==> src/rtl/fft_uart_pkg.sv <==
// Shared definitions for the FFT-frame-to-UART sequencer: state encoding,
// default header byte and the bytes-per-frame calculation.
package fft_uart_pkg;

    typedef enum logic [1:0] {
        ST_IDLE,
        ST_SEND,
        ST_WAIT_DONE
    } state_e;

    localparam logic [7:0] HEADER_BYTE_DEF = 8'hA5;

    // Header + data bytes + checksum.
    function automatic int unsigned total_bytes(input int unsigned n_words,
                                                input int unsigned word_width);
        return (n_words * word_width) / 8 + 2;
    endfunction

endpackage

==> src/rtl/fft_uart_streamer_if.sv <==
// Signal bundle between the FFT output buffer, the frame sequencer and the
// UART transmitter. The slave modport is the sequencer's view.
interface fft_uart_streamer_if #(
    parameter int unsigned N_WORDS    = 16,
    parameter int unsigned WORD_WIDTH = 16
);
    logic                          i_frame_valid;
    logic [N_WORDS*WORD_WIDTH-1:0] i_frame_data;
    logic                          o_frame_ready;
    logic                          o_tx_start;
    logic [7:0]                    o_tx_byte;
    logic                          i_tx_busy;
    logic                          i_tx_done;
    logic                          o_busy;
    logic                          o_frame_done;

    modport slave (
        input  i_frame_valid, i_frame_data, i_tx_busy, i_tx_done,
        output o_frame_ready, o_tx_start, o_tx_byte, o_busy, o_frame_done
    );

    modport master (
        output i_frame_valid, i_frame_data, i_tx_busy, i_tx_done,
        input  o_frame_ready, o_tx_start, o_tx_byte, o_busy, o_frame_done
    );
endinterface

==> src/rtl/fft_uart_byte_sel.sv <==
// Combinational selector of byte[index] within a frame: index 0 is the
// header, 1..NB walk the words MSB byte first, NB+1 is the checksum.
module fft_uart_byte_sel
    import fft_uart_pkg::*;
#(
    parameter int unsigned N_WORDS    = 16,
    parameter int unsigned WORD_WIDTH = 16,
    parameter int unsigned IDX_W      = 6
) (
    input  logic [N_WORDS*WORD_WIDTH-1:0] frame_i,
    input  logic [IDX_W-1:0]              index_i,
    input  logic [7:0]                    header_i,
    input  logic [7:0]                    checksum_i,
    output logic [7:0]                    byte_o
);
    localparam int unsigned TOTAL = total_bytes(N_WORDS, WORD_WIDTH);
    localparam int unsigned NB    = TOTAL - 2;
    localparam int unsigned BPW   = WORD_WIDTH / 8;

    // Map the byte index onto a bit offset in the packed frame.
    always_comb begin
        int unsigned idx;
        int unsigned k;
        int unsigned w;
        int unsigned b;
        int unsigned off;
        idx    = 32'(index_i);
        k      = 0;
        w      = 0;
        b      = 0;
        off    = 0;
        byte_o = '0;
        if (idx == 0) begin
            byte_o = header_i;
        end else if (idx == NB + 1) begin
            byte_o = checksum_i;
        end else if (idx <= NB) begin
            k      = idx - 1;
            w      = k / BPW;
            b      = k % BPW;
            off    = w * WORD_WIDTH + (BPW - 1 - b) * 8;
            byte_o = frame_i[off +: 8];
        end
    end

endmodule

==> src/rtl/fft_uart_streamer.sv <==
// Frame sequencer: latches a full FFT frame, then feeds it to the UART
// transmitter one byte at a time as header, data (MSB byte first), checksum.
module fft_uart_streamer
    import fft_uart_pkg::*;
#(
    parameter int unsigned N_WORDS     = 16,
    parameter int unsigned WORD_WIDTH  = 16,
    parameter logic [7:0]  HEADER_BYTE = HEADER_BYTE_DEF
) (
    input logic              i_clk,
    input logic              i_rst_n,
    fft_uart_streamer_if.slave bus
);
    localparam int unsigned TOTAL = total_bytes(N_WORDS, WORD_WIDTH);
    localparam int unsigned FW    = N_WORDS * WORD_WIDTH;
    localparam int unsigned IDX_W = $clog2(TOTAL + 1);
    localparam logic [IDX_W-1:0] LAST_IDX = IDX_W'(TOTAL - 1);

    state_e           state_q, state_d;
    logic [FW-1:0]    frame_q, frame_d;
    logic [IDX_W-1:0] index_q, index_d;
    logic [7:0]       csum_q, csum_d;
    logic [7:0]       tx_byte_q, tx_byte_d;
    logic             frame_done_q, frame_done_d;
    logic             started_q, started_d;
    logic [IDX_W-1:0] sel_idx;
    logic [7:0]       sel_byte;

    // Byte to load on SEND entry: the header on acceptance, else the next index.
    always_comb begin
        sel_idx = (state_q == ST_IDLE) ? '0 : index_q + 1'b1;
    end

    fft_uart_byte_sel #(
        .N_WORDS   (N_WORDS),
        .WORD_WIDTH(WORD_WIDTH),
        .IDX_W     (IDX_W)
    ) u_byte_sel (
        .frame_i   (frame_q),
        .index_i   (sel_idx),
        .header_i  (HEADER_BYTE),
        .checksum_i(csum_q),
        .byte_o    (sel_byte)
    );

    // Next-state logic and outputs.
    // started_q separates a stale busy (transmitter still finishing an older
    // byte, e.g. after reset) from the busy that acknowledges our own start.
    always_comb begin
        state_d      = state_q;
        frame_d      = frame_q;
        index_d      = index_q;
        csum_d       = csum_q;
        tx_byte_d    = tx_byte_q;
        frame_done_d = 1'b0;
        started_d    = started_q;

        bus.o_frame_ready = (state_q == ST_IDLE);
        bus.o_busy        = (state_q != ST_IDLE);
        bus.o_tx_start    = (state_q == ST_SEND) && !bus.i_tx_busy;
        bus.o_tx_byte     = tx_byte_q;
        bus.o_frame_done  = frame_done_q;

        unique case (state_q)
            ST_IDLE: begin
                if (bus.i_frame_valid) begin
                    frame_d   = bus.i_frame_data;
                    index_d   = '0;
                    csum_d    = '0;
                    tx_byte_d = sel_byte;
                    started_d = 1'b0;
                    state_d   = ST_SEND;
                end
            end
            ST_SEND: begin
                if (!bus.i_tx_busy) begin
                    started_d = 1'b1;
                end else if (started_q) begin
                    if (index_q != '0 && index_q != LAST_IDX) begin
                        csum_d = csum_q + tx_byte_q;
                    end
                    state_d = ST_WAIT_DONE;
                end
            end
            ST_WAIT_DONE: begin
                if (bus.i_tx_done) begin
                    if (index_q == LAST_IDX) begin
                        frame_done_d = 1'b1;
                        state_d      = ST_IDLE;
                    end else begin
                        index_d   = index_q + 1'b1;
                        tx_byte_d = sel_byte;
                        started_d = 1'b0;
                        state_d   = ST_SEND;
                    end
                end
            end
            default: begin
                state_d = ST_IDLE;
            end
        endcase
    end

    // State register with synchronous active-low reset.
    always_ff @(posedge i_clk) begin
        if (!i_rst_n) begin
            state_q <= ST_IDLE;
        end else begin
            state_q <= state_d;
        end
    end

    // Control and datapath registers; a reset drops any partial frame.
    always_ff @(posedge i_clk) begin
        if (!i_rst_n) begin
            index_q      <= '0;
            csum_q       <= '0;
            tx_byte_q    <= '0;
            frame_done_q <= 1'b0;
            started_q    <= 1'b0;
        end else begin
            index_q      <= index_d;
            csum_q       <= csum_d;
            tx_byte_q    <= tx_byte_d;
            frame_done_q <= frame_done_d;
            started_q    <= started_d;
        end
    end

    // Latched frame; only rewritten on acceptance, so no reset is needed.
    always_ff @(posedge i_clk) begin
        frame_q <= frame_d;
    end

endmodule
==> src/flat_wrapper.sv <==
// flat-port wrapper written by rule: the top's interface ports become plain ports
module fft_uart_streamer_flat import fft_uart_pkg::*;
#(
    parameter int unsigned N_WORDS     = 16,
    parameter int unsigned WORD_WIDTH  = 16,
    parameter logic [7:0]  HEADER_BYTE = HEADER_BYTE_DEF
)
  (i_clk, i_rst_n, bus_i_frame_valid, bus_i_frame_data, bus_i_tx_busy, bus_i_tx_done, bus_o_frame_ready, bus_o_tx_start, bus_o_tx_byte, bus_o_busy, bus_o_frame_done);
  fft_uart_streamer_if #(.N_WORDS(N_WORDS), .WORD_WIDTH(WORD_WIDTH)) bus_i ();
  input logic i_clk;
  input logic i_rst_n;
  input wire logic [$bits(bus_i.i_frame_valid)-1:0] bus_i_frame_valid;
  input wire logic [$bits(bus_i.i_frame_data)-1:0] bus_i_frame_data;
  input wire logic [$bits(bus_i.i_tx_busy)-1:0] bus_i_tx_busy;
  input wire logic [$bits(bus_i.i_tx_done)-1:0] bus_i_tx_done;
  output wire logic [$bits(bus_i.o_frame_ready)-1:0] bus_o_frame_ready;
  output wire logic [$bits(bus_i.o_tx_start)-1:0] bus_o_tx_start;
  output wire logic [$bits(bus_i.o_tx_byte)-1:0] bus_o_tx_byte;
  output wire logic [$bits(bus_i.o_busy)-1:0] bus_o_busy;
  output wire logic [$bits(bus_i.o_frame_done)-1:0] bus_o_frame_done;
  assign bus_i.i_frame_valid = bus_i_frame_valid;
  assign bus_i.i_frame_data = bus_i_frame_data;
  assign bus_i.i_tx_busy = bus_i_tx_busy;
  assign bus_i.i_tx_done = bus_i_tx_done;
  assign bus_o_frame_ready = bus_i.o_frame_ready;
  assign bus_o_tx_start = bus_i.o_tx_start;
  assign bus_o_tx_byte = bus_i.o_tx_byte;
  assign bus_o_busy = bus_i.o_busy;
  assign bus_o_frame_done = bus_i.o_frame_done;
  fft_uart_streamer #(.N_WORDS(N_WORDS), .WORD_WIDTH(WORD_WIDTH), .HEADER_BYTE(HEADER_BYTE)) u_core (.i_clk(i_clk), .i_rst_n(i_rst_n), .bus(bus_i));
endmodule
==> config.mk <==
export PLATFORM = sky130hd
export DESIGN_NAME = fft_uart_streamer_flat
export DESIGN_NICKNAME = d
export VERILOG_FILES = /design/src/rtl/fft_uart_pkg.sv /design/src/rtl/fft_uart_streamer_if.sv /design/src/rtl/fft_uart_byte_sel.sv /design/src/rtl/fft_uart_streamer.sv /design/src/flat_wrapper.sv
export SDC_FILE = /design/constraint.sdc
export NUM_CORES = 1
export LEC_CHECK = 0
export CORE_MARGIN = 2
export CORE_UTILIZATION = 40
export CTS_CLUSTER_DIAMETER = 100
export CTS_CLUSTER_SIZE = 20
export DETAILED_ROUTE_END_ITERATION = 16
export GPL_TIMING_DRIVEN = 0
export PLACE_DENSITY = 0.67
export RECOVER_POWER = 25
export SETUP_SLACK_MARGIN = 0.3
export SLEW_MARGIN = 20
export SYNTH_ARGS = -nofsm -noshare
export SYNTH_HDL_FRONTEND = slang
export SYNTH_HIERARCHICAL = 1
export SYNTH_SLANG_ARGS = --single-unit
==> constraint.sdc <==
create_clock -name i_clk -period 6.7 [get_ports i_clk]
set_input_delay 0.67 -clock i_clk [delete_from_list [all_inputs] [get_ports i_clk]]
set_output_delay 0.67 -clock i_clk [all_outputs]
set_load 0.01 [all_outputs]
==> impl_metrics.py, run 1 <==
metrics = {
    "clocking": {
        "cts_tree": "done",
        "ctsResizeCount": 0,
        "hold_buffers": 0,
        "cts-buffers-inserted": 18,
        "clk-insertion-delay-late_ps": 500,
        "cts_buffer_depth": 3,
        "cts_sinks": 282,
        "clk_pin_slew_ps": 90,
        "h-tree-depth": 1,
        "post_cts_buffers": 0,
        "cts-root-buf": "clkbuf_16",
    },
    "drt": {
        "wl_mm": 27.7,
        "wl_per_cell_um": 20.6,
        "ant_nets": 0,
        "initialDrtViolationCount": 400,
        "num_vias": 6804,
        "route.detailed.drc": 0,
        "vias_per_cell": 5.06,
        "drt_first_pass_iters": 5,
    },
    "synth": {
        "syn_area_um2": 11800,
        "ys.flop_type": "edfxtp_1",
        "yosysTopAreaCell": "edfxtp_1",
        "yosysWarnings": 6,
        "syn_area_per_cell_um2": 18.5,
        "synth_edf_count": 256,
        "seq_area_frac_synth": 0.694,
        "syn_inst": 640,
        "synthTopCellsByArea": "edfxtp_1, mux4_2, mux4_1, dfxtp_1, mux2i_1",
        "yosysMostFrequentCell": "edfxtp_1",
        "yosysUniqueCellTypes": 63,
        "ys_ff_latch": 282,
        "synthArstFlopShare": 0,
        "synth_top_area_share": 0.650,
        "netlist_top_cells_count": "edfxtp_1, mux2i_1, mux4_2",
    },
    "power": {
        "peakVddDrop_v": 0.000204,
        "clock_power_share": 0.293,
        "p_per_area_nw_per_um2": 235,
        "power_mw": 3.71,
        "p_sw_frac": 0.223,
        "cell_internal_pwr_mw": 2.88,
        "seqPwrFrac": 0.561,
        "p_switching_uw": 828,
        "p_leak_nw": 5.36,
        "power_frac_comb": 0.147,
    },
    "sta": {
        "finalClockSkew_ps": 18.9,
        "fin_ws_ps": 2570,
        "fmax_mhz": 242,
        "hold_viol": 0,
        "tns_ps": 0,
        "min_period_ps": 4130,
        "slew_violations": 0,
        "fin_crit_sh": 0.616,
        "relSlewSlack": 0.446,
        "worst_slew_pin_slew_ps": 831,
        "setup_viol": 0,
        "holdWs_ps": 500,
        "grt_setup_unrepaired": "no",
    },
    "hold_path": {
        "holdCritPathClass": "flip-flop to flip-flop",
    },
    "worst_setup_path": {
        "path_class": "flip-flop to flip-flop",
        "crit_fanout": 10,
        "cp.arrival_ps": 4500,
        "end_kind": "flip-flop",
        "critPathRequiredTime_ps": 7070,
        "startpoint_type": "flip-flop",
    },
    "global_route": {
        "track_usage": 0.178,
        "grt_pass1_vias": 7117,
        "antenna_found_initial": 10,
        "grt_max_degree": 38,
        "grt.overflow.total": 0,
        "grt_pass1_wl_mm": 41.5,
    },
    "final_layout": {
        "fillers": 2310,
        "finalInstanceArea_um2": 15800,
        "drive_above_1_share": 0.108,
        "nets": 1220,
        "area_growth_pct": 33.2,
    },
    "place": {
        "place.port_buffers": 271,
        "place_congestion": 0.818,
        "dp_hpwl_mm": 21.3,
        "dp_slack_ps": 2560,
        "post_dp_cell_area_um2": 15200,
    },
    "floorplan": {
        "die_w_um": 176,
        "dieArea_um2": 31000,
        "die-height_um": 176,
        "coreArea_um2": 28900,
        "rows": 62,
        "initial_core_util": 0.409,
        "ioPinCount": 273,
    },
    "run_status": {
        "outcome": "finished, final reports clean",
    },
    "flow_run": {
        "maxCapViolCount": 0,
    },
}
-- critical path, cell delays in order (launching register included) --
cell	delay (ps)
dfxtp_1	450
nor2_2	140
nor2_1	190
buf_6	160
buf_6	210
buf_6	210
inv_1	90
ha_1	270
buf_2	260
buf_1	670
mux4_2	400
mux2i_1	300
mux2i_1	170
o21ai_0	170
a31oi_1	150
nand2_1	80
a21oi_1	70
-- power groups by stage --
stage	registers [mW]	clock network, mW	logic [mW]
2_1_floorplan	2.13	0	0.281
4_1_cts	2.08	1.12	0.566
3_3_place_gp	2.14	0	0.538
3_5_place_dp	2.12	0	0.565
6_report	2.08	1.08	0.543
5_1_grt	2.09	1.18	0.586
-- sequential cells by signal, summed over array words and instances (netlist names) --
signal                   cells
u_core/frame_q             256
u_core/bus.o_tx_byte         8
u_core/index_q               6
u_core/started_q             1
u_core/state_q               2
u_core/bus.o_frame_done      1
u_core/csum_q                8
-- path summary, 6_finish.rpt --
| kind | start | to | slack [ps] | cells after the start |
|---|---|---|---|---|
| hold reg to reg | u_core/csum_q[0]$_SDFFE_PN0P_ | u_core/csum_q[0]$_SDFFE_PN0P_ | 500 | 2 |
| setup / recovery | u_core/state_q[0]$_SDFFE_PN0P_ | u_core/bus.o_tx_byte[3]$_SDFFE_PN0P_ | 2570 | 16 |
| hold / removal | u_core/csum_q[0]$_SDFFE_PN0P_ | u_core/csum_q[0]$_SDFFE_PN0P_ | 500 | 2 |
| setup reg to reg | u_core/state_q[0]$_SDFFE_PN0P_ | u_core/bus.o_tx_byte[3]$_SDFFE_PN0P_ | 2570 | 16 |
-- layer usage --
metal,vias to the layer above,routed length (µm),GRT usage
met2,198,14300,0.314
met4,2,535,0.0475
met1,3370,11400,0.232
met3,34,1410,0.0256
met5,-,11,0
li1,3200,-,-
-- cells by family after synthesis --
kind of cell | share of synthesized area
DFF | 0.694
muxes | 0.165
and+or+nand+nor | 0.0444
AOI/OAI and AO/OA | 0.0474
buffers and inverters | 0.0231
adders and majority gates | 0.0154
xor gates and xnor gates | 0.0104
other | 0.000635
-- cell type report --
class / count / area (µm²) / area share
timing repair buffer: 279 / 2890 / 0.183
clock inverter: 2 / 21.3 / 0.00135
antenna: 8 / 20.0 / 0.00127
tap: 384 / 480 / 0.0305
multi-input combinational: 326 / 3370 / 0.214
buffer: 27 / 231 / 0.0147
clock buffer: 25 / 498 / 0.0316
inverter: 11 / 45.0 / 0.00286
sequential: 282 / 8210 / 0.521
-- through the flow --
stage / util / cells
final: 0.545 / 1344
after global routing: 0.545 / 1343
after CTS: 0.544 / 1336
after detailed placement: 0.526 / 1309
after global placement: 0.520 / 1301
after floorplan: - / 646
-- layout by cell type, fill, tap and decap left out, drive strengths merged, types with 2 or more instances in the layout --
| cell | count |
|---|---|
| nor2 | 21 |
| xnor2 | 5 |
| or2 | 2 |
| mux2i | 42 |
| edfxtp | 256 |
| a21boi | 3 |
| nand3b | 2 |
| nor4 | 4 |
| nor3 | 5 |
| or3 | 2 |
| ha | 13 |
| xor2 | 6 |
| nand2b | 3 |
| and2 | 3 |
| buf | 28 |
| clkbuf | 30 |
| inv | 10 |
| clkdlybuf4s50 | 134 |
| nand4 | 3 |
| dlygate4sd3 | 137 |
| o21bai | 2 |
| a21o | 4 |
| dfxtp | 26 |
| a31oi | 11 |
| o21ai | 16 |
| nand2 | 35 |
| conb | 8 |
| nand3 | 11 |
| and2b | 3 |
| diode | 8 |
| mux4 | 64 |
| o21a | 5 |
| clkinvlp | 2 |
| o22a | 8 |
| a21oi | 30 |
Power figures use the tool's default switching activity.
==> inputs of run 2 (changes only) <==
--- a/config.mk
+++ b/config.mk
@@ -11,7 +11,7 @@
 export CTS_CLUSTER_SIZE = 20
 export DETAILED_ROUTE_END_ITERATION = 16
 export GPL_TIMING_DRIVEN = 0
-export PLACE_DENSITY = 0.67
+export PLACE_DENSITY = 0.64
 export RECOVER_POWER = 25
 export SETUP_SLACK_MARGIN = 0.3
 export SLEW_MARGIN = 20
==> constraint.sdc (replaced) <==
create_clock -name i_clk -period 4 [get_ports i_clk]
set_input_delay 0.4 -clock i_clk [delete_from_list [all_inputs] [get_ports i_clk]]
set_output_delay 0.4 -clock i_clk [all_outputs]
set_load 0.01 [all_outputs]
==> impl_metrics.py, run 2 (same netlist as run 1, synthesis figures left out) <==
metrics = {
    "run_status": {
        "outcome": "finished, final reports clean",
    },
    "worst_setup_path": {
        "startpoint_type": "flip-flop",
        "path_class": "flip-flop to flip-flop",
        "critPathRequiredTime_ps": 4370,
        "critPathTopFamily": "buffers and inverters",
        "crit_top_cell": "buf_6",
        "end_kind": "flip-flop",
        "crit_fanout": 10,
        "cp.arrival_ps": 3890,
        "critPathSlowestCell": "mux4_2",
        "max_stage_delay_ps": 350,
        "path_cells": "buf_6 -> nor2_4 -> nor2_1 -> buf_6 -> buf_6 -> buf_6 -> inv_1 -> ha_1 -> clkbuf_4 -> buf_4 -> mux4_2 -> mux2i_2 -> mux2i_1 -> o21ai_0 -> a31oi_1 -> nand2_1 -> a21oi_1",
        "critPathBufInv": 7,
    },
    "drt": {
        "initialDrtViolationCount": 395,
        "wl_mm": 27.8,
        "ant_nets": 0,
        "vias_per_cell": 5.03,
        "route.detailed.drc": 0,
        "drt_first_pass_iters": 6,
        "wl_per_cell_um": 20.7,
        "num_vias": 6769,
    },
    "floorplan": {
        "die-height_um": 176,
        "coreArea_um2": 28900,
        "rows": 62,
        "dieArea_um2": 31000,
        "initial_core_util": 0.409,
        "die_w_um": 176,
        "ioPinCount": 273,
    },
    "sta": {
        "finalClockSkew_ps": 17.8,
        "relSlewSlack": 0.469,
        "slew_violations": 0,
        "min_period_ps": 3520,
        "hold_viol": 0,
        "worst_slew_pin_slew_ps": 790,
        "fin_crit_sh": 0.880,
        "holdWs_ps": 338,
        "fin_ws_ps": 482,
        "setup_viol": 0,
        "grt_setup_unrepaired": "no",
        "fmax_mhz": 284,
    },
    "final_layout": {
        "final_cell_mix": "edfxtp_1, dlygate4sd3_1, clkdlybuf4s50_1",
        "nets": 1222,
        "fillers": 2271,
        "fin_util": 0.548,
        "mostFrequentLayoutCell": "edfxtp_1",
        "largest_reg_flops": 256,
        "largest_register": "u_core/frame_q",
        "area_growth_pct": 34.0,
        "drive_above_1_share": 0.127,
    },
    "power": {
        "p_per_area_nw_per_um2": 395,
        "peakVddDrop_v": 0.000251,
        "p_leak_nw": 5.40,
        "power_mw": 6.26,
    },
    "global_route": {
        "grt_pass1_wl_mm": 41.5,
        "grt_max_degree": 37,
        "track_usage": 0.179,
        "grt.overflow.total": 0,
        "grt_pass1_vias": 7135,
        "antenna_found_initial": 9,
    },
    "clocking": {
        "h-tree-depth": 1,
        "cts_sinks": 282,
        "hold_buffers": 0,
        "clk-insertion-delay-late_ps": 500,
        "cts_tree": "done",
        "cts-buffers-inserted": 18,
        "clk_pin_slew_ps": 90,
        "cts_buffer_depth": 3,
        "cts-root-buf": "clkbuf_16",
    },
    "hold_path": {
        "holdCritPathClass": "primary input to flip-flop",
    },
    "place": {
        "dp_slack_ps": -41.1,
        "place_congestion": 0.822,
        "place.port_buffers": 271,
        "dp_hpwl_mm": 21.1,
    },
    "flow_run": {
        "maxCapViolCount": 0,
    },
}
run 2: changes by cell type in the layout (fill, tap and decap cells not counted), sizes merged:
cell	change
clkinvlp	-1
diode	-1
buf	+3
run 2: path summary, 6_finish.rpt:
path / end / startpoint / slack, ps / cells after the start
hold reg to reg: u_core/bus.o_tx_byte[0]$_SDFFE_PN0P_ / u_core/bus.o_tx_byte[0]$_SDFFE_PN0P_ / 500 / 2
hold / removal: u_core/index_q[4]$_SDFFE_PN0P_ / i_rst_n / 340 / 2
setup reg to reg: u_core/bus.o_tx_byte[3]$_SDFFE_PN0P_ / u_core/state_q[1]$_SDFFE_PN0P_ / 480 / 17
setup / recovery: u_core/bus.o_tx_byte[3]$_SDFFE_PN0P_ / u_core/state_q[1]$_SDFFE_PN0P_ / 480 / 17
run 2: stage by stage:
| stage | cell area [µm²] | cells | setup TNS (ps) |
|---|---|---|---|
| final | 15800 | 1345 | 0 |
| after global routing | 15800 | 1344 | 0 |
| after CTS | 15800 | 1336 | 0 |
| after detailed placement | 15200 | 1309 | -56.4 |
| after global placement | 15100 | 1301 | -726860 |
| after floorplan | 11900 | 646 | -200140 |
run 2: timing repair:
item	in CTS	in global routing
setup endpoints to repair	8	8
setup buffers	0	2
pin swaps	0	1
resized for setup	8	16
run 2: power breakdown:
group	internal, mW	switching (mW)
logic	0.523	0.420
clock network	0.886	0.949
registers	3.43	0.0489
run 2: per-layer routing:
layer  GRT usage  wire length (µm)  vias to the layer above  part of all wire
met2       0.311             14500                      186              0.52
met5           0                21                        -           0.00076
met1       0.235             11500                     3338              0.41
met3      0.0273              1280                       40             0.046
met4      0.0548               597                        4             0.021
li1            -                 -                     3201                 -
run 2: worst reg2reg max path, stage by stage (launching register included):
cell and delay (ps):
dfxtp_2 330, buf_6 130, nor2_4 70, nor2_1 200, buf_6 170, buf_6 200, buf_6 210, inv_1 90
ha_1 280, clkbuf_4 220, buf_4 250, mux4_2 350, mux2i_2 270, mux2i_1 200, o21ai_0 150, a31oi_1 130
nand2_1 80, a21oi_1 60
run 2: area by class of cell:
cell class | instances | area (µm²) | area share
Antenna cell | 7 | 17.5 | 0.00111
Buffer | 27 | 251 | 0.0159
Clock buffer | 26 | 502 | 0.0317
Clock inverter | 1 | 20.0 | 0.00126
Inverter | 11 | 45.0 | 0.00284
Multi-Input combinational cell | 326 | 3430 | 0.216
Sequential cell | 282 | 8210 | 0.518
Tap cell | 384 | 480 | 0.0303
Timing Repair Buffer | 281 | 2900 | 0.183
==> inputs of run 3 (changes only) <==
--- a/config.mk
+++ b/config.mk
@@ -11,7 +11,7 @@
 export CTS_CLUSTER_SIZE = 20
 export DETAILED_ROUTE_END_ITERATION = 16
 export GPL_TIMING_DRIVEN = 0
-export PLACE_DENSITY = 0.64
+export PLACE_DENSITY = 0.67
 export RECOVER_POWER = 25
 export SETUP_SLACK_MARGIN = 0.3
 export SLEW_MARGIN = 20
==> constraint.sdc (replaced) <==
create_clock -name i_clk -period 3.1 [get_ports i_clk]
set_input_delay 0.31 -clock i_clk [delete_from_list [all_inputs] [get_ports i_clk]]
set_output_delay 0.31 -clock i_clk [all_outputs]
set_load 0.01 [all_outputs]
==> impl_metrics.py, run 3 (same netlist as run 1, synthesis figures left out) <==
metrics = {
    "run_status": {
        "outcome": "finished, final reports clean",
    },
    "final_layout": {
        "largest_register": "u_core/frame_q",
        "finalInstanceArea_um2": 16600,
        "final_cell_mix": "edfxtp_1, dlygate4sd3_1, clkdlybuf4s50_1",
        "area_growth_pct": 40.0,
        "largest_reg_flops": 256,
        "nets": 1245,
        "fin_cells": 1373,
        "mostFrequentLayoutCell": "edfxtp_1",
        "drive_above_1_share": 0.197,
    },
    "drt": {
        "ant_nets": 0,
        "num_vias": 6867,
        "top_layer": "met4",
        "route.detailed.drc": 0,
        "routed-wl-met3_mm": 1.28,
        "wl_per_cell_um": 20.8,
        "initialDrtViolationCount": 384,
        "wl_met1_mm": 12.0,
        "drt_first_pass_iters": 5,
        "met2_length_mm": 14.7,
        "vias_per_cell": 5.00,
        "wl_mm": 28.5,
    },
    "power": {
        "peakVddDrop_v": 0.000358,
        "p_leak_nw": 5.60,
        "p_per_area_nw_per_um2": 502,
    },
    "floorplan": {
        "rows": 62,
        "dieArea_um2": 31000,
        "initial_core_util": 0.409,
        "coreArea_um2": 28900,
        "ioPinCount": 273,
        "die_w_um": 176,
        "die-height_um": 176,
    },
    "sta": {
        "fin_crit_sh": 0.894,
        "fmax_mhz": 361,
        "min_period_ps": 2770,
        "relSlewSlack": 0.579,
        "fin_ws_ps": 329,
        "hold_viol": 0,
        "finalClockSkew_ps": 23.8,
        "setup_viol": 0,
        "grt_setup_unrepaired": "yes",
        "slew_violations": 0,
        "worst_slew_pin_slew_ps": 629,
    },
    "worst_setup_path": {
        "cp.arrival_ps": 3130,
        "path_class": "flip-flop to flip-flop",
        "critPathRequiredTime_ps": 3460,
        "crit_fanout": 6,
        "rrSetupSlack_ps": 330,
        "startpoint_type": "flip-flop",
        "end_kind": "flip-flop",
    },
    "clocking": {
        "cts_sinks": 282,
        "cts-buffers-inserted": 18,
        "cts-root-buf": "clkbuf_16",
        "cts_tree": "done",
        "cts_buffer_depth": 3,
        "h-tree-depth": 1,
        "clk-insertion-delay-late_ps": 500,
        "hold_buffers": 0,
        "clk_pin_slew_ps": 80,
    },
    "place": {
        "dp_hpwl_mm": 21.1,
        "dp.cells": 1309,
        "place_congestion": 0.826,
        "dp_slack_ps": -701,
        "post_dp_cell_area_um2": 15200,
        "place.port_buffers": 271,
    },
    "global_route": {
        "grt_pass1_vias": 7202,
        "grt_max_degree": 38,
        "grt_pass1_wl_mm": 41.8,
        "grt.overflow.total": 0,
        "track_usage": 0.181,
        "antenna_found_initial": 7,
    },
    "flow_run": {
        "maxCapViolCount": 0,
    },
    "hold_path": {
        "holdCritPathClass": "primary input to flip-flop",
    },
}
## run 3: cell count changes in the layout (fill, tap and decap cells not counted), moves of 4 or more
cell,delta
mux2i_1,-14
buf_4,+9
nor2_1,-4
mux2i_4,+14
o21ai_1,+6
o21ai_0,-7
ha_1,-4
mux4_1,-11
clkbuf_1,+4
mux4_2,+11
buf_12,+9
## run 3: layout make-up
cell class                 instances  area (µm²)
tap                              384         480
antenna                            7        17.5
clock buffer                      30         517
inverter                          11        55.1
fill                            2254       12400
buffer                            27         378
timing repair buffer             304        3200
sequential                       282        8220
clock inverter                     2        22.5
multi-input combinational        326        3690
## run 3: final timing paths
check | cells past startpoint | from | end
max | 16 | u_core/index_q[0]$_SDFFE_PN0P_ | u_core/bus.o_tx_byte[0]$_SDFFE_PN0P_
min | 2 | i_rst_n | u_core/index_q[2]$_SDFFE_PN0P_
max reg2reg | 16 | u_core/index_q[0]$_SDFFE_PN0P_ | u_core/bus.o_tx_byte[0]$_SDFFE_PN0P_
min reg2reg | 2 | u_core/bus.o_tx_byte[0]$_SDFFE_PN0P_ | u_core/bus.o_tx_byte[0]$_SDFFE_PN0P_
## run 3: layer usage
layer,GRT usage,vias up
met5,0,-
met4,0.0527,0
met3,0.0263,31
li1,-,3253
met1,0.240,3395
met2,0.310,188
## run 3: repair_timing
action,CTS,global route
gates cloned,2,2
gates resized for setup,80,51
pin swaps,9,14
buffers inserted,10,11
setup endpoints to repair,8,8
## run 3: stage by stage
stage          power [mW]  hold WS, ps  utilization  setup TNS [ps]
6_report             8.32          234        0.573               0
5_1_grt              8.64          260        0.573               0
4_1_cts              8.36          219        0.561               0
3_5_place_dp         5.81          489        0.527           -5070
3_3_place_gp         5.80          483        0.521         -919470
2_1_floorplan        5.21          409            -         -430540
## run 3: worst max-delay path, cell delays in order, from the launching register on
cell and delay, ps:
dfxtp_4 360, buf_6 120, nor2_4 130, buf_6 120
buf_12 100, buf_12 110, inv_8 30, ha_4 270
buf_12 140, clkbuf_16 160, buf_8 110, mux4_1 280
mux2i_2 220, o22a_1 200, a31oi_1 100, nand2_1 90
a21oi_1 60
## run 3: power by group
part,total (mW),switching (mW),internal (mW)
Clock,2.39,1.23,1.16
Combinational,1.44,0.611,0.827
Sequential,4.50,0.0662,4.43
